File: config.mk
export PLATFORM = sky130hd
export DESIGN_NAME = layer_argmax_flat
export DESIGN_NICKNAME = d
export VERILOG_FILES = /design/src/rtl/layer_pkg.sv /design/src/rtl/layer_argmax_if.sv /design/src/rtl/layer_argmax.sv /design/src/flat_wrapper.sv
export SDC_FILE = /design/constraint.sdc
export NUM_CORES = 1
export LEC_CHECK = 0
export CORE_ASPECT_RATIO = 0.7
export CORE_MARGIN = 2
export CORE_UTILIZATION = 30
export DETAILED_ROUTE_END_ITERATION = 7
export GPL_ROUTABILITY_DRIVEN = 0
export SLEW_MARGIN = 25
export SYNTH_ARGS = -nofsm -noshare
export SYNTH_HDL_FRONTEND = slang
export SYNTH_SLANG_ARGS = --single-unit
File: constraint.sdc
create_clock -name clk -period 2.9 [get_ports clk]
set_input_delay 0.58 -clock clk [delete_from_list [all_inputs] [get_ports clk]]
set_output_delay 0.58 -clock clk [all_outputs]
set_load 0.02 [all_outputs]
File: src/rtl/layer_pkg.sv
// Shared definitions for the layer_* stream blocks: argmax FSM states and
// the valid/ready handshake helper.
package layer_pkg;

    typedef enum logic {
        S_COLLECT = 1'b0,
        S_OUT     = 1'b1
    } argmax_state_t;

    localparam logic HS_IDLE = 1'b0;
    localparam logic HS_XFER = 1'b1;

    function automatic logic handshake(input logic valid, input logic ready);
        return (valid && ready) ? HS_XFER : HS_IDLE;
    endfunction

endpackage

File: src/rtl/layer_argmax_if.sv
// Word stream in (from the final layer) and classification result out.
interface layer_argmax_if #(
    parameter int M    = 4,
    parameter int T    = 16,
    parameter int LOGM = $clog2(M + 1)
);
    logic                   s_valid;
    logic                   s_ready;
    logic signed [T-1:0]    data_in;
    logic                   m_valid;
    logic                   m_ready;
    logic        [LOGM-1:0] data_out;
    logic signed [T-1:0]    max_out;

    // The argmax block itself is the slave; the stream source/result sink is the master.
    modport slave (
        input  s_valid, data_in, m_ready,
        output s_ready, m_valid, data_out, max_out
    );

    modport master (
        output s_valid, data_in, m_ready,
        input  s_ready, m_valid, data_out, max_out
    );
endinterface

File: src/rtl/layer_argmax.sv
// Consumes one M-word signed vector and reports the index and value of its
// maximum element (lowest index wins on ties).
module layer_argmax
    import layer_pkg::*;
#(
    parameter int M    = 4,
    parameter int T    = 16,
    parameter int LOGM = $clog2(M + 1)
) (
    input  logic           clk,
    input  logic           reset,
    layer_argmax_if.slave  bus
);

    localparam logic [LOGM-1:0] LAST = LOGM'(M - 1);

    argmax_state_t          state;
    logic        [LOGM-1:0] count;
    logic signed [T-1:0]    max_val;
    logic        [LOGM-1:0] index;
    logic                   m_valid_r;
    logic                   s_ready_c;

    // Decoded from registered state only, so m_ready never reaches s_ready.
    assign s_ready_c    = (state == S_COLLECT) && reset;
    assign bus.s_ready  = s_ready_c;
    assign bus.m_valid  = m_valid_r;
    assign bus.data_out = index;
    assign bus.max_out  = max_val;

    always_ff @(posedge clk or negedge reset) begin
        if (!reset) begin
            state     <= S_COLLECT;
            count     <= '0;
            max_val   <= '0;
            index     <= '0;
            m_valid_r <= 1'b0;
        end else begin
            // NOTE: non-blocking assignments here so every register samples the
            // pre-edge values of count and max_val, whatever the statement order.
            case (state)
                S_COLLECT: begin
                    if (handshake(bus.s_valid, s_ready_c) == HS_XFER) begin
                        if (count == '0 || bus.data_in > max_val) begin
                            max_val <= bus.data_in;
                            index   <= count;
                        end
                        if (count == LAST) begin
                            count     <= '0;
                            state     <= S_OUT;
                            m_valid_r <= 1'b1;
                        end else begin
                            count <= count + 1'b1;
                        end
                    end
                end
                S_OUT: begin
                    if (handshake(m_valid_r, bus.m_ready) == HS_XFER) begin
                        m_valid_r <= 1'b0;
                        state     <= S_COLLECT;
                    end
                end
                default: begin
                    state     <= S_COLLECT;
                    m_valid_r <= 1'b0;
                end
            endcase
        end
    end

endmodule

File: src/flat_wrapper.sv
// flat-port wrapper written by rule: the top's interface ports become plain ports
module layer_argmax_flat import layer_pkg::*;
#(
    parameter int M    = 4,
    parameter int T    = 16,
    parameter int LOGM = $clog2(M + 1)
)
  (clk, reset, bus_s_valid, bus_data_in, bus_m_ready, bus_s_ready, bus_m_valid, bus_data_out, bus_max_out);
  layer_argmax_if #(.M(M), .T(T), .LOGM(LOGM)) bus_i ();
  input  logic clk;
  input  logic reset;
  input wire logic [$bits(bus_i.s_valid)-1:0] bus_s_valid;
  input wire logic [$bits(bus_i.data_in)-1:0] bus_data_in;
  input wire logic [$bits(bus_i.m_ready)-1:0] bus_m_ready;
  output wire logic [$bits(bus_i.s_ready)-1:0] bus_s_ready;
  output wire logic [$bits(bus_i.m_valid)-1:0] bus_m_valid;
  output wire logic [$bits(bus_i.data_out)-1:0] bus_data_out;
  output wire logic [$bits(bus_i.max_out)-1:0] bus_max_out;
  assign bus_i.s_valid = bus_s_valid;
  assign bus_i.data_in = bus_data_in;
  assign bus_i.m_ready = bus_m_ready;
  assign bus_s_ready = bus_i.s_ready;
  assign bus_m_valid = bus_i.m_valid;
  assign bus_data_out = bus_i.data_out;
  assign bus_max_out = bus_i.max_out;
  layer_argmax #(.M(M), .T(T), .LOGM(LOGM)) u_core (.clk(clk), .reset(reset), .bus(bus_i));
endmodule
Word-level counts from Yosys, hierarchy flattened:

Index checks and enable logic that the tools add are counted.

* bitwise gates (word level): 1
* mux-type cells: 11
* add/subtract/negate cells: 1
* reduce and logical (&&, ||, !) cells: 8
* eq/ne operators: 4
* magnitude comparators: 1

Operators by type and width (count)
* 16-bit > comparator: 1
* 1-bit two-way mux: 8
* 2-bit != test (second input constant): 3
* 3-bit AND reduction: 2
* 1-bit one-hot mux with 2 select lines: 2
* 3-bit by 1-bit adder with 3-bit output (second input constant): 1
* 3-bit by 2-bit == test with 1-bit output (second input constant): 1
* 1-bit logical AND: 3
* 3-bit zero test: 1
* 3-bit two-way mux: 1
* 2-bit AND reduction: 1
* 1-bit logical OR: 1
* 1-bit inverter: 1

* input port bits: 20
* register bits after elaboration: 24
* word-level logic and storage cells: 31

Depth between registers and ports, before layout:

* word-level depth: 6
* depth in mapped cells: 10

Worst setup path before layout:

No wires, ideal clock.

* path type: input to register
* start point: in bus_data_in[14]
* end point: reg u_core.index[0], in the netlist u_core.bus.data_out[0]
* stages: 9
* library setup time: 0.125 ns
* path buffers: 2
* arrival: 2.603 ns
* data required time: 2.775 ns
* slack: 0.172 ns
* path through: ha_1 > nand4_4 > nor2_1 > a311o_1 > a221oi_2 > mux2_4 > buf_6 > buf_12 > mux2_4

* cells in the longest elaborated chain, start to end: 3

RTL lines
* from (decl): RTL line flat_wrapper.sv:13 `input wire logic [$bits(bus_i.data_in)-1:0] bus_data_in;`
* 16-bit > comparator: RTL line layer_argmax.sv:44 `if (count == '0 || bus.data_in > max_val) begin`
* 1-bit logical OR: RTL line layer_argmax.sv:44
* 3-bit AND reduction (no source line)
* to (signal assigned): RTL line layer_argmax.sv:46 `index <= count;`
* to (decl): RTL line layer_argmax.sv:20 `logic [LOGM-1:0] index;`

Every way passes these cells.
A chain may end at the register's enable or synchronous reset.

Worst setup path after layout:

* start point: in bus_data_in[14]
* end point: reg u_core.index[1], in the netlist u_core.bus.data_out[1]

The elaborated chain is that of the path after synthesis.

==> impl_results.md <==
- Sequential element share of the synthesized area: 0.402
- Initial Utilization: 0.312
- Total Die Area: 5560 um^2
- Pleak: 0.994 nW
- Worst Setup End Kind: flop
- Area delta synth->final: 39.8%
- CP bufs+invs: 2
- Die height: 63.0 um
- Synth unique cells: 26
- Place WS: -0.239 ns
- Largest net degree at the start of global routing: 25
- Synth top area share: 0.402
- Cell internal pwr: 1.39 mW
- Psw: 0.891 mW
- Tightest Pin Transition: 0.366 ns
- CP delay by family, top: multiplexers
- EDFF count, synth: 0
- FF-to-FF setup slack: 0.36 ns
- Syn_area_per_cell: 11.6 um^2
- Crit-path max cell delay: 0.44 ns
- Clk_skew: 0.00446 ns
- Final setup violating endpoints: 0
- Synthesized Nets: 167
- Vias in the first global route: 1129
- DRC: 0
- WHS: 0.531 ns
- Critical path arrival: 3.01 ns
- Main synth FF type: dfrtp_1
- DRT iter0 DRCs: 36
- Routed vias/inst: 4.43
- Clock share of power: 0.098
- WL met2: 1.52 mm
- Max Cap Viol: 0
- Hold_sp: u_core.bus.data_out[1]
- CTS tree: built
- Register share of total power: 0.282
- Crit path kind: primary input to flop
- CP max stage cell: clkdlybuf4s50_1
- Grt ovf: 0
- Min-Delay Endpoint: u_core.bus.data_out[1]
- DRT Pass-1 Iters: 4
- Min cycle time layout: 2.86 ns
- Relative max-transition margin: 0.754
- Routed WL: 3.28 mm
- Ratio of cells with drive above 1 in the final layout: 0.202
- Final #Nets: 217
- R2R depth: 9
- Hold/Removal Path Class: flop to flop
- Switching fraction of total power: 0.390
- Unrepaired setup endpoints after global routing: false
- Largest cells by area after synthesis: dfrtp_1, ha_1, mux2_4, mux2_2, inv_1
- GR Util All Layers: 0.125
- # diodes: 0
- Crit-path cells: clkdlybuf4s50_1 -> ha_1 -> nand4_4 -> nor2_1 -> a311o_1 -> a221oi_2 -> mux2_4 -> buf_12 -> mux2_4
- Initial antenna violation count: 0
- Clk sink count: 24
- Clock latency on the worst-skew pair: 0.26 ns
- Gate Count Post-Synth: 129
- Synth area leader: dfrtp_1
- Drt wl/cell: 13.3 um
- Row cnt: 21
- Buffers on Ports: 40
- Async set or reset register ratio after synthesis: 1.00
- Area of the multi-input gates: 801 um^2
- Largest fanout on the critical path: 13
- CTS buffer count: 3
- FF-to-FF End: u_core.bus.data_out[1]
- VDD IR-drop max: 0.000267 V
- Hold Crit Depth: 1
- Fin. max-slew vios: 0
- Core Area: 4780 um^2
- Number of fill cells: 450
- Ys Warns: 0
- Worst path most repeated cell: mux2_4
- IO Count: 41
- DR WL met3: 123 um
- CTS clk-pin slew, worst paths: 0.08 ns
- Die width: 88.3 um
- Register Area: 601 um^2
- First-pass GRT wire length: 5.44 mm
- Worst Path Required: 3.05 ns
- Startpoint Class: primary input
- R2R Path Start: u_core.bus.max_out[14]
- CTS Buffer Depth: 2
- H-tree level count: 1
- Final HPWL from detailed placement: 2.65 mm
- Status: finished, final reports clean
- Top layer in use: met4
- Seq cells post-synth: 24
- Fin. Hold Viols: 0
- Post-DRT Antenna Nets: 0
- M1 WL: 1.62 mm
- PwrDens: 1090 nW/um^2
- Max Freq: 350 MHz
- Synth Cell Area: 1490 um^2
- Fin crit share: 0.985
- Via Count: 1094
- Final setup margin: 0.0439 ns
- Root buf cell: clkbuf_8
- Combinational power share: 0.619
## per-stage QoR
step                      cells  power, mW   util  setup TNS [ns]  instance area (um^2)
after detailed placement    241       2.01  0.415           -4.29                  1990
after global routing        247       2.46  0.436               0                  2090
final                       247       2.28  0.436               0                  2090
after global placement      241       1.97  0.415           -2.75                  1990
after CTS                   245       2.25  0.427               0                  2040
after floorplan             129       1.53      -               0                  1490
## cells in the final DEF, fill, tap and decap left out, drive strengths merged, types with 2 or more instances in the layout
master and n:
dfrtp 24, inv 21, buf 7, mux2 20, nand2 7, ha 18
a21o 2, nor2 8, nand4 3, o21ai 2, a21oi 7, a311oi 3
clkdlybuf4s50 40, clkbuf 4, a22o 2
## worst register-to-register path, stage by stage, from the launching register on
cell and delay [ns]:
dfrtp_1 0.39, inv_1 0.06, ha_1 0.33, nand4_4 0.14, nor2_1 0.06, a311o_1 0.35, a221oi_2 0.25, mux2_4 0.37
buf_12 0.17, mux2_4 0.31
## sequential cells by signal (all words and copies together), names as in the netlist
register and flops:
u_core.bus.max_out 16, u_core.bus.data_out 3, u_core.count 3, u_core.bus.m_valid 1, u_core.state 1
## worst max path at each step
stage                     slack, ns                      to  cells past startpoint       startpoint
after detailed placement      -0.24  u_core.bus.max_out[14]                      8  bus_data_in[13]
after global placement        -0.16  u_core.bus.max_out[11]                      8  bus_data_in[14]
final                          0.04  u_core.bus.data_out[1]                      9  bus_data_in[14]
after CTS                      0.05  u_core.bus.max_out[14]                      8  bus_data_in[13]
after global routing          0.003  u_core.bus.max_out[11]                      9  bus_data_in[14]
after floorplan                0.17  u_core.bus.data_out[0]                      9  bus_data_in[14]
## repair_timing
| item | 4_1_cts | 5_1_grt |
|---|---|---|
| buffers inserted | 0 | 2 |
| gates resized for setup | 0 | 2 |
| endpoints found under the setup margin | 0 | 18 |
| hold buffers | 0 | 0 |
## kinds of logic after synthesis
logic type	share of synthesized area
fa+ha+maj	0.151
mux	0.185
buf+inv	0.0738
flops	0.402
simple gates	0.0905
compound gates	0.0972
## per-layer routing
metal,up-vias,global-route usage
met5,-,0
met4,0,0.0170
met3,2,0.0357
met2,24,0.197
met1,516,0.175
li1,552,-
## power by group through the flow
stage | Combinational (mW) | Clock [mW] | Sequential [mW]
6_report | 1.41 | 0.225 | 0.645
5_1_grt | 1.54 | 0.251 | 0.673
4_1_cts | 1.36 | 0.233 | 0.648
3_5_place_dp | 1.36 | 0 | 0.653
3_3_place_gp | 1.33 | 0 | 0.641
2_1_floorplan | 0.728 | 0 | 0.797
## cell type report
type	instances	share of cell area
Inverter	21	0.0378
Timing Repair Buffer	47	0.223
Sequential cell	24	0.288
Multi-Input combinational cell	82	0.384
Clock buffer	4	0.0264
Tap cell	69	0.0414
## synth_stat cells, drive strengths merged (2+ instances only)
master and instances:
inv 21, a22o 2, nand4 3, dfrtp 24, mux2 20, nand2 7, nor2 8, buf 2
o21ai 2, ha 18, a311oi 3, a21oi 7, a21o 2
(Power assumes the default switching activity.)
